$ cat src/rtl/dqs_preamble_detect.sv
// dqs_preamble_detect: finds the DQS read preamble in deserialized 4-sample
// words, reports the edge phase and latency, and checks the burst toggles and
// the postamble.
//   clk          ISERDES divided clock (rising edge)
//   rst          asynchronous active-high reset
//   rd_start     arms detection for one read burst
//   dqs_samples  deserialized DQS word, bit 0 earliest
//   busy         FSM not idle
//   done         burst checked clean (pulse); phase/lat updated with it
//   phase        index of first rising edge within its word
//   lat          WAIT words preceding the edge word
//   err_*        one-cycle error pulses (preamble, glitch, timeout, overlap)
module dqs_preamble_detect #(
    parameter int unsigned PREAMBLE_LOW = 2,
    parameter int unsigned BURST_WORDS  = 2,
    parameter int unsigned TIMEOUT      = 16
) (
    input  logic       clk,
    input  logic       rst,
    input  logic       rd_start,
    input  logic [3:0] dqs_samples,
    output logic       busy,
    output logic       done,
    output logic [1:0] phase,
    output logic [7:0] lat,
    output logic       err_preamble,
    output logic       err_glitch,
    output logic       err_timeout,
    output logic       err_overlap
);

    localparam int unsigned ZR_W  = $clog2(PREAMBLE_LOW + 2);
    localparam int unsigned REM_W = 6;
    localparam int unsigned LAT_W = 8;

    localparam logic [ZR_W-1:0]  ZR_MAX  = ZR_W'(PREAMBLE_LOW);
    localparam logic [REM_W-1:0] TOTAL   = REM_W'(4 * BURST_WORDS);
    localparam logic [LAT_W-1:0] TO_LAST = LAT_W'(TIMEOUT - 1);

    typedef enum logic [1:0] {
        S_IDLE,
        S_WAIT,
        S_BURST
    } state_e;

    state_e             state_q, state_d;
    logic [LAT_W-1:0]   wait_cnt_q, wait_cnt_d;
    logic [ZR_W-1:0]    zero_run_q, zero_run_d;
    logic               prev_q, prev_d;
    logic [REM_W-1:0]   rem_q, rem_d;
    logic               tog_q, tog_d;
    logic [1:0]         edge_phase_q, edge_phase_d;
    logic [LAT_W-1:0]   edge_lat_q, edge_lat_d;
    logic               ovl_pend_q, ovl_pend_d;
    logic               busy_q, busy_d;
    logic               done_q, done_d;
    logic [1:0]         phase_q, phase_d;
    logic [LAT_W-1:0]   lat_q, lat_d;
    logic               err_preamble_q, err_preamble_d;
    logic               err_glitch_q, err_glitch_d;
    logic               err_timeout_q, err_timeout_d;
    logic               err_overlap_q, err_overlap_d;

    logic               scan_prev;
    logic [ZR_W-1:0]    scan_zr;
    logic               edge_found;
    logic               edge_ok;
    logic [1:0]         edge_p;
    logic [3:0]         edge_exp;
    logic [3:0]         edge_mask;
    logic               edge_clean;
    logic [REM_W-1:0]   edge_rem;
    logic [3:0]         burst_exp;
    logic               burst_clean;
    logic               result_pulse;

    // Word scan: first 0->1 edge, its preamble qualification, and the
    // expected toggle patterns for the edge word and a burst word.
    always_comb begin
        scan_prev  = prev_q;
        scan_zr    = zero_run_q;
        edge_found = 1'b0;
        edge_ok    = 1'b0;
        edge_p     = 2'd0;
        edge_exp   = 4'b0;
        edge_mask  = 4'b0;
        burst_exp  = 4'b0;

        for (int i = 0; i < 4; i++) begin
            if (!edge_found) begin
                if (dqs_samples[i]) begin
                    if (!scan_prev) begin
                        edge_found = 1'b1;
                        edge_p     = 2'(i);
                        edge_ok    = (scan_zr >= ZR_MAX);
                    end
                    scan_zr = '0;
                end else if (scan_zr < ZR_MAX) begin
                    scan_zr = scan_zr + 1'b1;
                end
                scan_prev = dqs_samples[i];
            end
        end

        // Toggle pattern starts high at the edge index and alternates.
        for (int i = 0; i < 4; i++) begin
            edge_mask[i] = (i >= int'(edge_p));
            edge_exp[i]  = (i[0] == edge_p[0]);
            // Samples past the last toggle are postamble and must be low.
            burst_exp[i] = (REM_W'(i) < rem_q) ? (tog_q ^ i[0]) : 1'b0;
        end

        edge_clean  = (((dqs_samples ^ edge_exp) & edge_mask) == 4'b0);
        edge_rem    = TOTAL - REM_W'(4 - int'(edge_p));
        burst_clean = (dqs_samples == burst_exp);
    end

    // Next-state and registered-output logic.
    always_comb begin
        state_d        = state_q;
        wait_cnt_d     = wait_cnt_q;
        zero_run_d     = zero_run_q;
        prev_d         = prev_q;
        rem_d          = rem_q;
        tog_d          = tog_q;
        edge_phase_d   = edge_phase_q;
        edge_lat_d     = edge_lat_q;
        ovl_pend_d     = 1'b0;
        done_d         = 1'b0;
        phase_d        = phase_q;
        lat_d          = lat_q;
        err_preamble_d = 1'b0;
        err_glitch_d   = 1'b0;
        err_timeout_d  = 1'b0;
        err_overlap_d  = ovl_pend_q;

        unique case (state_q)
            S_IDLE: begin
                if (rd_start) begin
                    state_d    = S_WAIT;
                    wait_cnt_d = '0;
                    zero_run_d = '0;
                    prev_d     = 1'b1;
                end
            end
            S_WAIT: begin
                if (edge_found) begin
                    if (!edge_ok) begin
                        err_preamble_d = 1'b1;
                        state_d        = S_IDLE;
                    end else if (!edge_clean) begin
                        err_glitch_d = 1'b1;
                        state_d      = S_IDLE;
                    end else if (edge_rem == '0) begin
                        done_d  = 1'b1;
                        phase_d = edge_p;
                        lat_d   = wait_cnt_q;
                        state_d = S_IDLE;
                    end else begin
                        state_d      = S_BURST;
                        rem_d        = edge_rem;
                        // 4-p samples consumed: next toggle is high when p is even.
                        tog_d        = ~edge_p[0];
                        edge_phase_d = edge_p;
                        edge_lat_d   = wait_cnt_q;
                    end
                end else if (wait_cnt_q == TO_LAST) begin
                    err_timeout_d = 1'b1;
                    state_d       = S_IDLE;
                end else begin
                    wait_cnt_d = wait_cnt_q + 8'd1;
                    zero_run_d = scan_zr;
                    prev_d     = scan_prev;
                end
            end
            S_BURST: begin
                if (!burst_clean) begin
                    err_glitch_d = 1'b1;
                    state_d      = S_IDLE;
                end else if (rem_q <= REM_W'(4)) begin
                    done_d  = 1'b1;
                    phase_d = edge_phase_q;
                    lat_d   = edge_lat_q;
                    state_d = S_IDLE;
                end else begin
                    rem_d = rem_q - REM_W'(4);
                end
            end
            default: state_d = S_IDLE;
        endcase

        // Overlap colliding with a result pulse is deferred one cycle so the
        // pulses stay mutually exclusive; the FSM is idle by then.
        result_pulse = done_d | err_preamble_d | err_glitch_d | err_timeout_d;
        if (rd_start && (state_q != S_IDLE)) begin
            if (result_pulse) begin
                ovl_pend_d = 1'b1;
            end else begin
                err_overlap_d = 1'b1;
            end
        end

        busy_d = (state_d != S_IDLE);
    end

    // State and output registers.
    always_ff @(posedge clk or posedge rst) begin
        if (rst) begin
            state_q        <= S_IDLE;
            wait_cnt_q     <= '0;
            zero_run_q     <= '0;
            prev_q         <= 1'b0;
            rem_q          <= '0;
            tog_q          <= 1'b0;
            edge_phase_q   <= '0;
            edge_lat_q     <= '0;
            ovl_pend_q     <= 1'b0;
            busy_q         <= 1'b0;
            done_q         <= 1'b0;
            phase_q        <= '0;
            lat_q          <= '0;
            err_preamble_q <= 1'b0;
            err_glitch_q   <= 1'b0;
            err_timeout_q  <= 1'b0;
            err_overlap_q  <= 1'b0;
        end else begin
            state_q        <= state_d;
            wait_cnt_q     <= wait_cnt_d;
            zero_run_q     <= zero_run_d;
            prev_q         <= prev_d;
            rem_q          <= rem_d;
            tog_q          <= tog_d;
            edge_phase_q   <= edge_phase_d;
            edge_lat_q     <= edge_lat_d;
            ovl_pend_q     <= ovl_pend_d;
            busy_q         <= busy_d;
            done_q         <= done_d;
            phase_q        <= phase_d;
            lat_q          <= lat_d;
            err_preamble_q <= err_preamble_d;
            err_glitch_q   <= err_glitch_d;
            err_timeout_q  <= err_timeout_d;
            err_overlap_q  <= err_overlap_d;
        end
    end

    assign busy         = busy_q;
    assign done         = done_q;
    assign phase        = phase_q;
    assign lat          = lat_q;
    assign err_preamble = err_preamble_q;
    assign err_glitch   = err_glitch_q;
    assign err_timeout  = err_timeout_q;
    assign err_overlap  = err_overlap_q;

endmodule

$ cat config.mk
export PLATFORM = sky130hd
export DESIGN_NAME = dqs_preamble_detect
export DESIGN_NICKNAME = d
export VERILOG_FILES = /design/src/rtl/dqs_preamble_detect.sv
export SDC_FILE = /design/constraint.sdc
export NUM_CORES = 1
export LEC_CHECK = 0
export BUFFER_PORTS_ARGS = -buffer_cell sky130_fd_sc_hd__buf_2
export CAP_MARGIN = 30
export CORE_MARGIN = 8
export CORE_UTILIZATION = 59
export DETAILED_ROUTE_END_ITERATION = 7
export PLACE_DENSITY_LB_ADDON = 0.25
export SYNTH_ARGS = -nofsm -noshare
export SYNTH_HDL_FRONTEND = slang
export SYNTH_SLANG_ARGS = --single-unit
$ cat constraint.sdc
create_clock -name clk -period 3.7 [get_ports clk]
set_input_delay 0 -clock clk [delete_from_list [all_inputs] [get_ports clk]]
set_output_delay 0 -clock clk [all_outputs]
set_load 0.02 [all_outputs]
==> impl_metrics.xml, run 1 <==
<?xml version="1.0" encoding="UTF-8"?>
<metrics>
  <group name="run_status">
    <metric name="result_of_the_run" unit="">complete, no violations</metric>
  </group>
  <group name="routing">
    <metric name="drt-initial-drc-count" unit="">186</metric>
    <metric name="wire_per_inst" unit="um">16.29</metric>
    <metric name="drtAntennaViolNets" unit="">0</metric>
    <metric name="drt-vias-per-instance" unit="">5.943</metric>
    <metric name="dr.pass1.iters" unit="">5</metric>
    <metric name="vias" unit="">1979</metric>
    <metric name="drcViolationCount" unit="">0</metric>
    <metric name="drt-total-wl" unit="um">5425</metric>
  </group>
  <group name="setup_path">
    <metric name="crit_buf_inv" unit="">1</metric>
    <metric name="worstPathRequired" unit="ns">3.87</metric>
    <metric name="timing.critical_path.max_delay_family" unit="">simple AND/OR/NAND/NOR gates</metric>
    <metric name="worst_setup_path_start_kind" unit="">flip-flop</metric>
    <metric name="timing.critical_path.to_type" unit="">flip-flop</metric>
    <metric name="slowest_delay" unit="ns">0.52</metric>
    <metric name="timing.critical_path.arrival" unit="ns">3.54</metric>
    <metric name="cp_slowest_cell" unit="">sky130_fd_sc_hd__or4_1</metric>
    <metric name="crit_path_max_fanout" unit="">7</metric>
    <metric name="critical_path_type" unit="">reg2reg</metric>
    <metric name="cp_cell_sequence" unit="">inv_1 -&gt; ha_1 -&gt; or2_2 -&gt; ha_1 -&gt; or3_1 -&gt; ha_1 -&gt; or3_1 -&gt; a21o_1 -&gt; a32o_1 -&gt; or4_1</metric>
    <metric name="critical_path.most_common_cell" unit="">sky130_fd_sc_hd__ha_1</metric>
  </group>
  <group name="pwr">
    <metric name="p_sw_share" unit="%">36.76</metric>
    <metric name="leakage" unit="nW">1.389</metric>
    <metric name="netSwitchingPower" unit="W">0.0005603</metric>
    <metric name="internal_power" unit="W">0.0009640</metric>
    <metric name="power_density" unit="nW/um^2">517.7</metric>
    <metric name="seq_power_share" unit="%">44.2</metric>
    <metric name="vdd_ir_drop_max" unit="uV">336.8</metric>
    <metric name="p_clk_share" unit="%">20.4</metric>
    <metric name="comb_pwr_share" unit="%">35.4</metric>
  </group>
  <group name="sta">
    <metric name="max_slew_margin" unit="%">43.68</metric>
    <metric name="final_max_slew_viol_count" unit="">0</metric>
    <metric name="rsz0062_at_grt" unit="">no</metric>
    <metric name="totalNegativeSetupSlack" unit="ns">0</metric>
    <metric name="final_period_minus_worst_setup_slack" unit="ns">3.370</metric>
    <metric name="finalCritPeriodShare" unit="%">91.08</metric>
    <metric name="hold_violations" unit="">0</metric>
    <metric name="worstMarginPinSlew" unit="ns">0.8449</metric>
    <metric name="achievable-frequency" unit="MHz">296.7</metric>
    <metric name="clock-skew-final" unit="ns">0.009119</metric>
    <metric name="setup_violations_final" unit="">0</metric>
  </group>
  <group name="cells_and_area">
    <metric name="most_used_cells_in_the_layout_excluding_fill_and_tap_cells" unit="">sky130_fd_sc_hd__dfrtp_1 (47), sky130_fd_sc_hd__mux2_2 (28), sky130_fd_sc_hd__buf_2 (22)</metric>
    <metric name="final_core_utilization" unit="%">67.61</metric>
    <metric name="fillerInstances" unit="">346</metric>
    <metric name="layout_commonest_cell" unit="">sky130_fd_sc_hd__dfrtp_1</metric>
    <metric name="post_route_cells_drive_above_1_share" unit="%">25.27</metric>
    <metric name="area_growth" unit="%">9.902</metric>
    <metric name="n_antenna_cell" unit="">0</metric>
    <metric name="multi_input_area" unit="sq um">1401</metric>
    <metric name="sequential_cell_area" unit="sq um">1176</metric>
    <metric name="layout.nets" unit="">301</metric>
  </group>
  <group name="clock_tree">
    <metric name="ctsRootBufferMaster" unit="">sky130_fd_sc_hd__clkbuf_8</metric>
    <metric name="clk_path_buf_depth" unit="">2</metric>
    <metric name="ctsResizeCount" unit="">0</metric>
    <metric name="h_tree_depth" unit="">2</metric>
    <metric name="cts-hold-fix-buffers" unit="">2</metric>
    <metric name="cts_tree" unit="">built</metric>
    <metric name="worstSkewPairLatency" unit="ns">0.30</metric>
    <metric name="buffer_count_from_post_cts_setup_fixing" unit="">0</metric>
    <metric name="numClockSinks" unit="">47</metric>
    <metric name="clkTransAtPathRegs" unit="ns">0.08</metric>
    <metric name="cts-buffers-inserted" unit="">5</metric>
  </group>
  <group name="place">
    <metric name="last_weighted_congestion_value_of_the_routability_driven_placer" unit="">0.8562</metric>
    <metric name="place.detailed.hpwl" unit="um">3860</metric>
    <metric name="buffer_ports.inserted" unit="">22</metric>
  </group>
  <group name="global_route">
    <metric name="gr-usage-met3" unit="%">3.613</metric>
    <metric name="grt_pass1_vias" unit="">1918</metric>
    <metric name="gr-total-overflow" unit="">0</metric>
    <metric name="grt.total_usage" unit="%">15.73</metric>
    <metric name="global_route.usage.met2" unit="%">25.81</metric>
    <metric name="initial_antenna_violation_count" unit="">0</metric>
    <metric name="global_route.usage.met1" unit="%">19.30</metric>
    <metric name="gr-max-usage-layer" unit="">met2</metric>
    <metric name="first_pass_grt_wire_length" unit="um">9114</metric>
    <metric name="grt_start_max_net_pins" unit="">48</metric>
  </group>
  <group name="yosys">
    <metric name="synth-edff-count" unit="">0</metric>
    <metric name="yosys.cell_types.count" unit="">52</metric>
    <metric name="async_flop_share" unit="%">100.0</metric>
    <metric name="yosysSeqAreaShare" unit="%">43.90</metric>
    <metric name="syn-mean-instance-area" unit="sq um">10.42</metric>
    <metric name="netlist_area" unit="sq um">2679</metric>
    <metric name="postSynthRegisterBits" unit="">47</metric>
    <metric name="synth_largest_area_cell" unit="">sky130_fd_sc_hd__dfrtp_1</metric>
    <metric name="yosysWarningCount" unit="">0</metric>
    <metric name="synth_ff_type" unit="">sky130_fd_sc_hd__dfrtp_1</metric>
    <metric name="post_synth_inst_count" unit="">257</metric>
    <metric name="synth_fp_nets" unit="">277</metric>
    <metric name="synth_area_leaders" unit="">sky130_fd_sc_hd__dfrtp_1 (44%), sky130_fd_sc_hd__mux2_2 (12%), sky130_fd_sc_hd__ha_1 (6.1%)</metric>
    <metric name="netlist.area_leader.share" unit="%">43.90</metric>
  </group>
  <group name="floorplan">
    <metric name="die_width" unit="um">83.38</metric>
    <metric name="rows" unit="">24</metric>
    <metric name="fp.dieH" unit="um">83.38</metric>
    <metric name="area_of_the_core_region" unit="sq um">4354</metric>
    <metric name="floorplan.io_pins" unit="">23</metric>
    <metric name="initial_utilization" unit="%">61.52</metric>
    <metric name="die_area" unit="sq um">6952</metric>
  </group>
  <group name="flow_run">
    <metric name="drv.max_cap_violation_count" unit="">0</metric>
  </group>
  <group name="worst_hold_path">
    <metric name="hold_path_class" unit="">in2async</metric>
  </group>
</metrics>
==> cell usage after synthesis, types with 2 or more instances <==
master,count
sky130_fd_sc_hd__a211o_1,2
sky130_fd_sc_hd__a211oi_1,2
sky130_fd_sc_hd__a21o_1,2
sky130_fd_sc_hd__a21oi_1,9
sky130_fd_sc_hd__a32o_1,2
sky130_fd_sc_hd__buf_2,3
sky130_fd_sc_hd__clkbuf_1,4
sky130_fd_sc_hd__dfrtp_1,47
sky130_fd_sc_hd__ha_1,13
sky130_fd_sc_hd__inv_1,15
sky130_fd_sc_hd__mux2_2,28
sky130_fd_sc_hd__nand2_1,18
sky130_fd_sc_hd__nand2b_1,4
sky130_fd_sc_hd__nand3_1,4
sky130_fd_sc_hd__nand4_1,2
sky130_fd_sc_hd__nor2_1,18
sky130_fd_sc_hd__nor2b_1,7
sky130_fd_sc_hd__nor3_1,10
sky130_fd_sc_hd__nor3b_1,4
sky130_fd_sc_hd__nor4_1,5
sky130_fd_sc_hd__o211a_1,2
sky130_fd_sc_hd__o21a_1,2
sky130_fd_sc_hd__o21ai_0,4
sky130_fd_sc_hd__o22ai_1,4
sky130_fd_sc_hd__o2bb2ai_1,2
sky130_fd_sc_hd__o31ai_1,2
sky130_fd_sc_hd__o41ai_1,2
sky130_fd_sc_hd__or2_2,5
sky130_fd_sc_hd__or3_1,7
sky130_fd_sc_hd__xnor2_1,6
==> path summary, 6_finish.rpt <==
kind	startpoint	endpoint	slack, ns	cells after the start
worst max-delay path	zero_run_q[1]	rem_q[3]	0.33	10
worst min-delay path	rst	edge_lat_q[0]	0.13	3
worst max register to register	zero_run_q[1]	rem_q[3]	0.33	10
worst min register to register	ovl_pend_q	err_overlap	0.46	2
max in group asynchronous	rst	lat[6]	3.13	4
min in group clk	dqs_samples[3]	zero_run_q[0]	0.17	4
==> per-layer routing <==
| layer | vias to the layer above | part of all wire [%] |
|---|---|---|
| met5 | - | 0 |
| met4 | 0 | 1.8 |
| met3 | 8 | 5.3 |
| met2 | 48 | 50 |
| met1 | 947 | 43 |
| li1 | 976 | - |
==> tightest hold or removal path, cell delays in order <==
cell and delay (ns):
sky130_fd_sc_hd__dlygate4sd3_1 0.53, sky130_fd_sc_hd__buf_2 0.12, sky130_fd_sc_hd__inv_2 0.14
==> cells by family (layout without fill, tap and decap cells) <==
group / Yosys count / in the layout / synth area share [%]
fa+ha+maj: 13 / 13 / 6.072
xor+xnor: 6 / 6 / 1.962
simple gates: 92 / 92 / 18.87
mux: 30 / 30 / 12.56
buf+inv: 24 / 48 / 3.783
compound gates: 45 / 45 / 12.84
flops: 47 / 47 / 43.90
==> area by class of cell <==
class	instances	share of cell area, %
multi-input combinational	186	47.60
sequential	47	39.95
timing repair buffer	26	5.355
clock buffer	6	2.805
tap	52	2.210
inverter	15	1.912
clock inverter	1	0.1700
==> power groups by stage <==
stage                     Clock (W)  Sequential [W]  Combinational [W]
after floorplan                   0        0.000692           0.000394
after global placement            0        0.000679           0.000523
after detailed placement          0        0.000683           0.000532
after CTS                  0.000319        0.000673           0.000537
after global routing       0.000342        0.000688           0.000598
final                      0.000311        0.000674           0.000539
==> registers in the layout, summed over array words and instances (netlist names), 2 cells and up <==
register,count
edge_lat_q,8
rem_q,6
state_q,2
phase,2
edge_phase_q,2
zero_run_q,2
lat,8
wait_cnt_q,8
==> metrics by stage <==
stage                     hold WS (ns)  total power (W)  std cells  setup WS [ns]  instance area (sq um)
after CTS                       0.1605         0.001530        332         0.3387                   2924
after global placement          0.2710         0.001202        323         0.4292                   2816
after global routing            0.1429         0.001628        333         0.2093                   2944
final                           0.1306         0.001524        333         0.3300                   2944
after floorplan                 0.1538         0.001086        257         0.5046                   2679
after detailed placement        0.2770         0.001215        323         0.3523                   2816
Power figures use the tool's default switching activity.
==> run 2: changes to the inputs <==
--- a/config.mk
+++ b/config.mk
@@ -5,10 +5,11 @@
 export SDC_FILE = /design/constraint.sdc
 export NUM_CORES = 1
 export LEC_CHECK = 0
+export ABC_AREA = 1
 export BUFFER_PORTS_ARGS = -buffer_cell sky130_fd_sc_hd__buf_2
 export CAP_MARGIN = 30
 export CORE_MARGIN = 8
-export CORE_UTILIZATION = 59
+export CORE_UTILIZATION = 60
 export DETAILED_ROUTE_END_ITERATION = 7
 export PLACE_DENSITY_LB_ADDON = 0.25
 export SYNTH_ARGS = -nofsm -noshare
==> impl_metrics.xml, run 2 <==
<?xml version="1.0" encoding="UTF-8"?>
<metrics>
  <group name="run_status">
    <metric name="result_of_the_run" unit="">complete, no violations</metric>
  </group>
  <group name="setup_path">
    <metric name="cp_slowest_cell" unit="">sky130_fd_sc_hd__dfrtp_1</metric>
    <metric name="reg2regPathDepth" unit="">13</metric>
    <metric name="critical_path_type" unit="">reg2reg</metric>
    <metric name="timing.critical_path.arrival" unit="ns">2.92</metric>
    <metric name="timing.critical_path.to_type" unit="">flip-flop</metric>
    <metric name="crit_path_max_fanout" unit="">7</metric>
    <metric name="slowest_delay" unit="ns">0.40</metric>
    <metric name="worst_setup_path_start_kind" unit="">flip-flop</metric>
    <metric name="worst_r2r_endpoint" unit="">rem_q[5]</metric>
    <metric name="cp_cell_sequence" unit="">inv_1 -&gt; ha_1 -&gt; or2_2 -&gt; ha_1 -&gt; or2_2 -&gt; ha_1 -&gt; inv_1 -&gt; nand3_2 -&gt; nand2_2 -&gt; a31oi_1 -&gt; nor2_2 -&gt; nand2_1 -&gt; o21ai_1</metric>
    <metric name="r2r_slack" unit="ns">1.01</metric>
    <metric name="critical_path.most_common_cell" unit="">sky130_fd_sc_hd__ha_1</metric>
    <metric name="worstPathRequired" unit="ns">3.93</metric>
    <metric name="critical_path.reg2reg.startpoint" unit="">zero_run_q[1]</metric>
  </group>
  <group name="global_route">
    <metric name="grt_pass1_vias" unit="">2189</metric>
    <metric name="grt.total_usage" unit="%">16.04</metric>
    <metric name="gr-total-overflow" unit="">0</metric>
    <metric name="gr-max-usage-layer" unit="">met2</metric>
    <metric name="gr-usage-met3" unit="%">4.259</metric>
    <metric name="grt_start_max_net_pins" unit="">27</metric>
    <metric name="global_route.usage.met1" unit="%">18.94</metric>
    <metric name="global_route.usage.met2" unit="%">26.67</metric>
    <metric name="first_pass_grt_wire_length" unit="um">9453</metric>
    <metric name="initial_antenna_violation_count" unit="">0</metric>
  </group>
  <group name="yosys">
    <metric name="syn-mean-instance-area" unit="sq um">8.210</metric>
    <metric name="netlist.area_leader.share" unit="%">42.13</metric>
    <metric name="synth_ff_type" unit="">sky130_fd_sc_hd__dfrtp_1</metric>
    <metric name="synth.top_cells.by_count" unit="">sky130_fd_sc_hd__nand2_1 (85), sky130_fd_sc_hd__dfrtp_1 (47), sky130_fd_sc_hd__inv_1 (44)</metric>
    <metric name="post_synth_inst_count" unit="">340</metric>
    <metric name="synth.most_common_cell" unit="">sky130_fd_sc_hd__nand2_1</metric>
    <metric name="yosys.cell_types.count" unit="">36</metric>
    <metric name="synth_largest_area_cell" unit="">sky130_fd_sc_hd__dfrtp_1</metric>
    <metric name="yosysSeqAreaShare" unit="%">42.13</metric>
    <metric name="netlist_area" unit="sq um">2791</metric>
    <metric name="synth_fp_nets" unit="">360</metric>
    <metric name="synth-edff-count" unit="">0</metric>
    <metric name="synth_area_leaders" unit="">sky130_fd_sc_hd__dfrtp_1 (42%), sky130_fd_sc_hd__nand2_1 (11%), sky130_fd_sc_hd__inv_1 (5.9%)</metric>
    <metric name="yosysWarningCount" unit="">0</metric>
    <metric name="postSynthRegisterBits" unit="">47</metric>
    <metric name="async_flop_share" unit="%">100.0</metric>
  </group>
  <group name="sta">
    <metric name="final_period_minus_worst_setup_slack" unit="ns">2.691</metric>
    <metric name="finalCritPeriodShare" unit="%">72.74</metric>
    <metric name="hold_violations" unit="">0</metric>
    <metric name="final_max_slew_viol_count" unit="">0</metric>
    <metric name="achievable-frequency" unit="MHz">371.6</metric>
    <metric name="max_slew_margin" unit="%">63.04</metric>
    <metric name="worstMarginPinSlew" unit="ns">0.5538</metric>
    <metric name="setup_slack" unit="ns">1.009</metric>
    <metric name="setup_violations_final" unit="">0</metric>
    <metric name="totalNegativeSetupSlack" unit="ns">0</metric>
    <metric name="rsz0062_at_grt" unit="">no</metric>
    <metric name="clock-skew-final" unit="ns">0.009434</metric>
  </group>
  <group name="pwr">
    <metric name="netSwitchingPower" unit="W">0.001026</metric>
    <metric name="vdd_ir_drop_max" unit="uV">395.4</metric>
    <metric name="internal_power" unit="W">0.001184</metric>
    <metric name="p_sw_share" unit="%">46.43</metric>
    <metric name="leakage" unit="nW">1.571</metric>
    <metric name="seq_power_share" unit="%">34.7</metric>
    <metric name="power_density" unit="nW/um^2">727.6</metric>
    <metric name="comb_pwr_share" unit="%">51.7</metric>
    <metric name="p_clk_share" unit="%">13.6</metric>
  </group>
  <group name="floorplan">
    <metric name="die_area" unit="sq um">7091</metric>
    <metric name="fp.dieH" unit="um">84.21</metric>
    <metric name="floorplan.io_pins" unit="">23</metric>
    <metric name="die_width" unit="um">84.21</metric>
    <metric name="initial_utilization" unit="%">60.71</metric>
    <metric name="area_of_the_core_region" unit="sq um">4598</metric>
    <metric name="rows" unit="">25</metric>
  </group>
  <group name="routing">
    <metric name="wire_per_inst" unit="um">12.68</metric>
    <metric name="drt-vias-per-instance" unit="">5.201</metric>
    <metric name="drt-total-wl" unit="um">5301</metric>
    <metric name="drcViolationCount" unit="">0</metric>
    <metric name="vias" unit="">2174</metric>
    <metric name="dr.pass1.iters" unit="">4</metric>
    <metric name="drt-initial-drc-count" unit="">105</metric>
    <metric name="drtAntennaViolNets" unit="">0</metric>
  </group>
  <group name="place">
    <metric name="place_ws" unit="ns">1.037</metric>
    <metric name="place.detailed.hpwl" unit="um">4066</metric>
    <metric name="last_weighted_congestion_value_of_the_routability_driven_placer" unit="">0.8721</metric>
    <metric name="buffer_ports.inserted" unit="">22</metric>
  </group>
  <group name="cells_and_area">
    <metric name="area_growth" unit="%">8.785</metric>
    <metric name="post_route_cells_drive_above_1_share" unit="%">22.25</metric>
    <metric name="multi_input_area" unit="sq um">1391</metric>
    <metric name="sequential_cell_area" unit="sq um">1176</metric>
    <metric name="final_core_utilization" unit="%">66.04</metric>
    <metric name="layout.nets" unit="">384</metric>
    <metric name="most_used_cells_in_the_layout_excluding_fill_and_tap_cells" unit="">sky130_fd_sc_hd__nand2_1 (85), sky130_fd_sc_hd__dfrtp_1 (47), sky130_fd_sc_hd__inv_1 (43)</metric>
    <metric name="layout_commonest_cell" unit="">sky130_fd_sc_hd__nand2_1</metric>
    <metric name="n_antenna_cell" unit="">0</metric>
    <metric name="fillerInstances" unit="">404</metric>
  </group>
  <group name="clock_tree">
    <metric name="worstSkewPairLatency" unit="ns">0.30</metric>
    <metric name="cts-buffers-inserted" unit="">5</metric>
    <metric name="ctsResizeCount" unit="">0</metric>
    <metric name="h_tree_depth" unit="">2</metric>
    <metric name="numClockSinks" unit="">47</metric>
    <metric name="clkTransAtPathRegs" unit="ns">0.09</metric>
    <metric name="cts_tree" unit="">built</metric>
    <metric name="buffer_count_from_post_cts_setup_fixing" unit="">0</metric>
    <metric name="clk_path_buf_depth" unit="">2</metric>
    <metric name="ctsRootBufferMaster" unit="">sky130_fd_sc_hd__clkbuf_8</metric>
  </group>
  <group name="worst_hold_path">
    <metric name="hold_path_class" unit="">in2reg</metric>
    <metric name="hold-path-cell-count" unit="">5</metric>
    <metric name="min_delay_worst_endpoint" unit="">ovl_pend_q</metric>
    <metric name="hold_start" unit="">rd_start</metric>
  </group>
  <group name="flow_run">
    <metric name="drv.max_cap_violation_count" unit="">0</metric>
  </group>
</metrics>
## run 2: cell types whose count changed in the layout (fill, tap and decap cells not counted), sizes merged, moves of 10 or more
| cell | delta |
|---|---|
| nand3 | +16 |
| o21ai | +41 |
| nor2 | +10 |
| mux2 | -29 |
| nand2 | +79 |
| inv | +32 |
## run 2: critical path: cells and delay by family, from the launching register on
family / cells / cell delay (ns)
AOI/OAI and AO/OA: 2 / 0.23
buffers and inverters: 2 / 0.18
and+or+nand+nor: 6 / 1.13
DFF: 1 / 0.40
adders and majority gates: 3 / 0.67
## run 2: worst max path at each step
stage                        from            end  slack [ns]  cells past startpoint
finish              zero_run_q[1]       rem_q[5]        1.01                     13
global route        zero_run_q[1]       rem_q[3]        0.85                     13
CTS                 zero_run_q[1]       rem_q[5]        0.99                     13
global placement    zero_run_q[1]  edge_lat_q[5]        1.16                     14
floorplan           zero_run_q[1]  edge_lat_q[0]        1.16                     15
detailed placement  zero_run_q[1]       rem_q[5]        1.04                     13
## run 2: stage by stage
stage               hold slack (ns)  std cells  cell area, sq um  total power, W
finish                      0.04253        418              3037        0.002209
global route                0.06896        418              3037        0.002417
CTS                         0.03834        418              3037        0.002228
detailed placement          0.05067        410              2944        0.001923
global placement             0.2803        409              2924        0.001883
floorplan                    0.2051        340              2791        0.001679
## run 2: layer usage
layer,vias up,routed length [um]
li1,1137,-
met1,998,2452
met2,29,2529
met3,10,198
met4,0,121
met5,-,0
## run 2: final cells by class
cell class | count | share of cell area [%]
Multi-Input combinational cell | 239 | 45.82
Sequential cell | 47 | 38.73
Inverter | 47 | 5.892
Timing Repair Buffer | 24 | 4.615
Clock buffer | 5 | 2.266
Tap cell | 54 | 2.225
Clock inverter | 2 | 0.4532
## run 2: logic make-up (layout without fill, tap and decap cells)
kind of cell	count (synthesis)	count (layout)	share of synthesized area, %
AOI/OAI and AO/OA	59	59	13.85
and+or+nand+nor	161	161	28.28
adders and majority gates	13	13	5.827
DFF	47	47	42.13
buffers and inverters	54	78	8.023
xor gates and xnor gates	6	6	1.883
## run 2: power by group through the flow
stage / logic [W] / clock network, W / registers [W]
finish: 0.00114 / 0.000301 / 0.000767
global route: 0.00131 / 0.000322 / 0.000788
CTS: 0.00115 / 0.000306 / 0.000768
detailed placement: 0.00115 / 0 / 0.000777
global placement: 0.00111 / 0 / 0.000772
floorplan: 0.000860 / 0 / 0.000818
## run 2: repair_timing
item                       4_1_cts  5_1_grt
hold buffers                     1        0
setup endpoints to repair        0        0
hold endpoints to repair        21        0
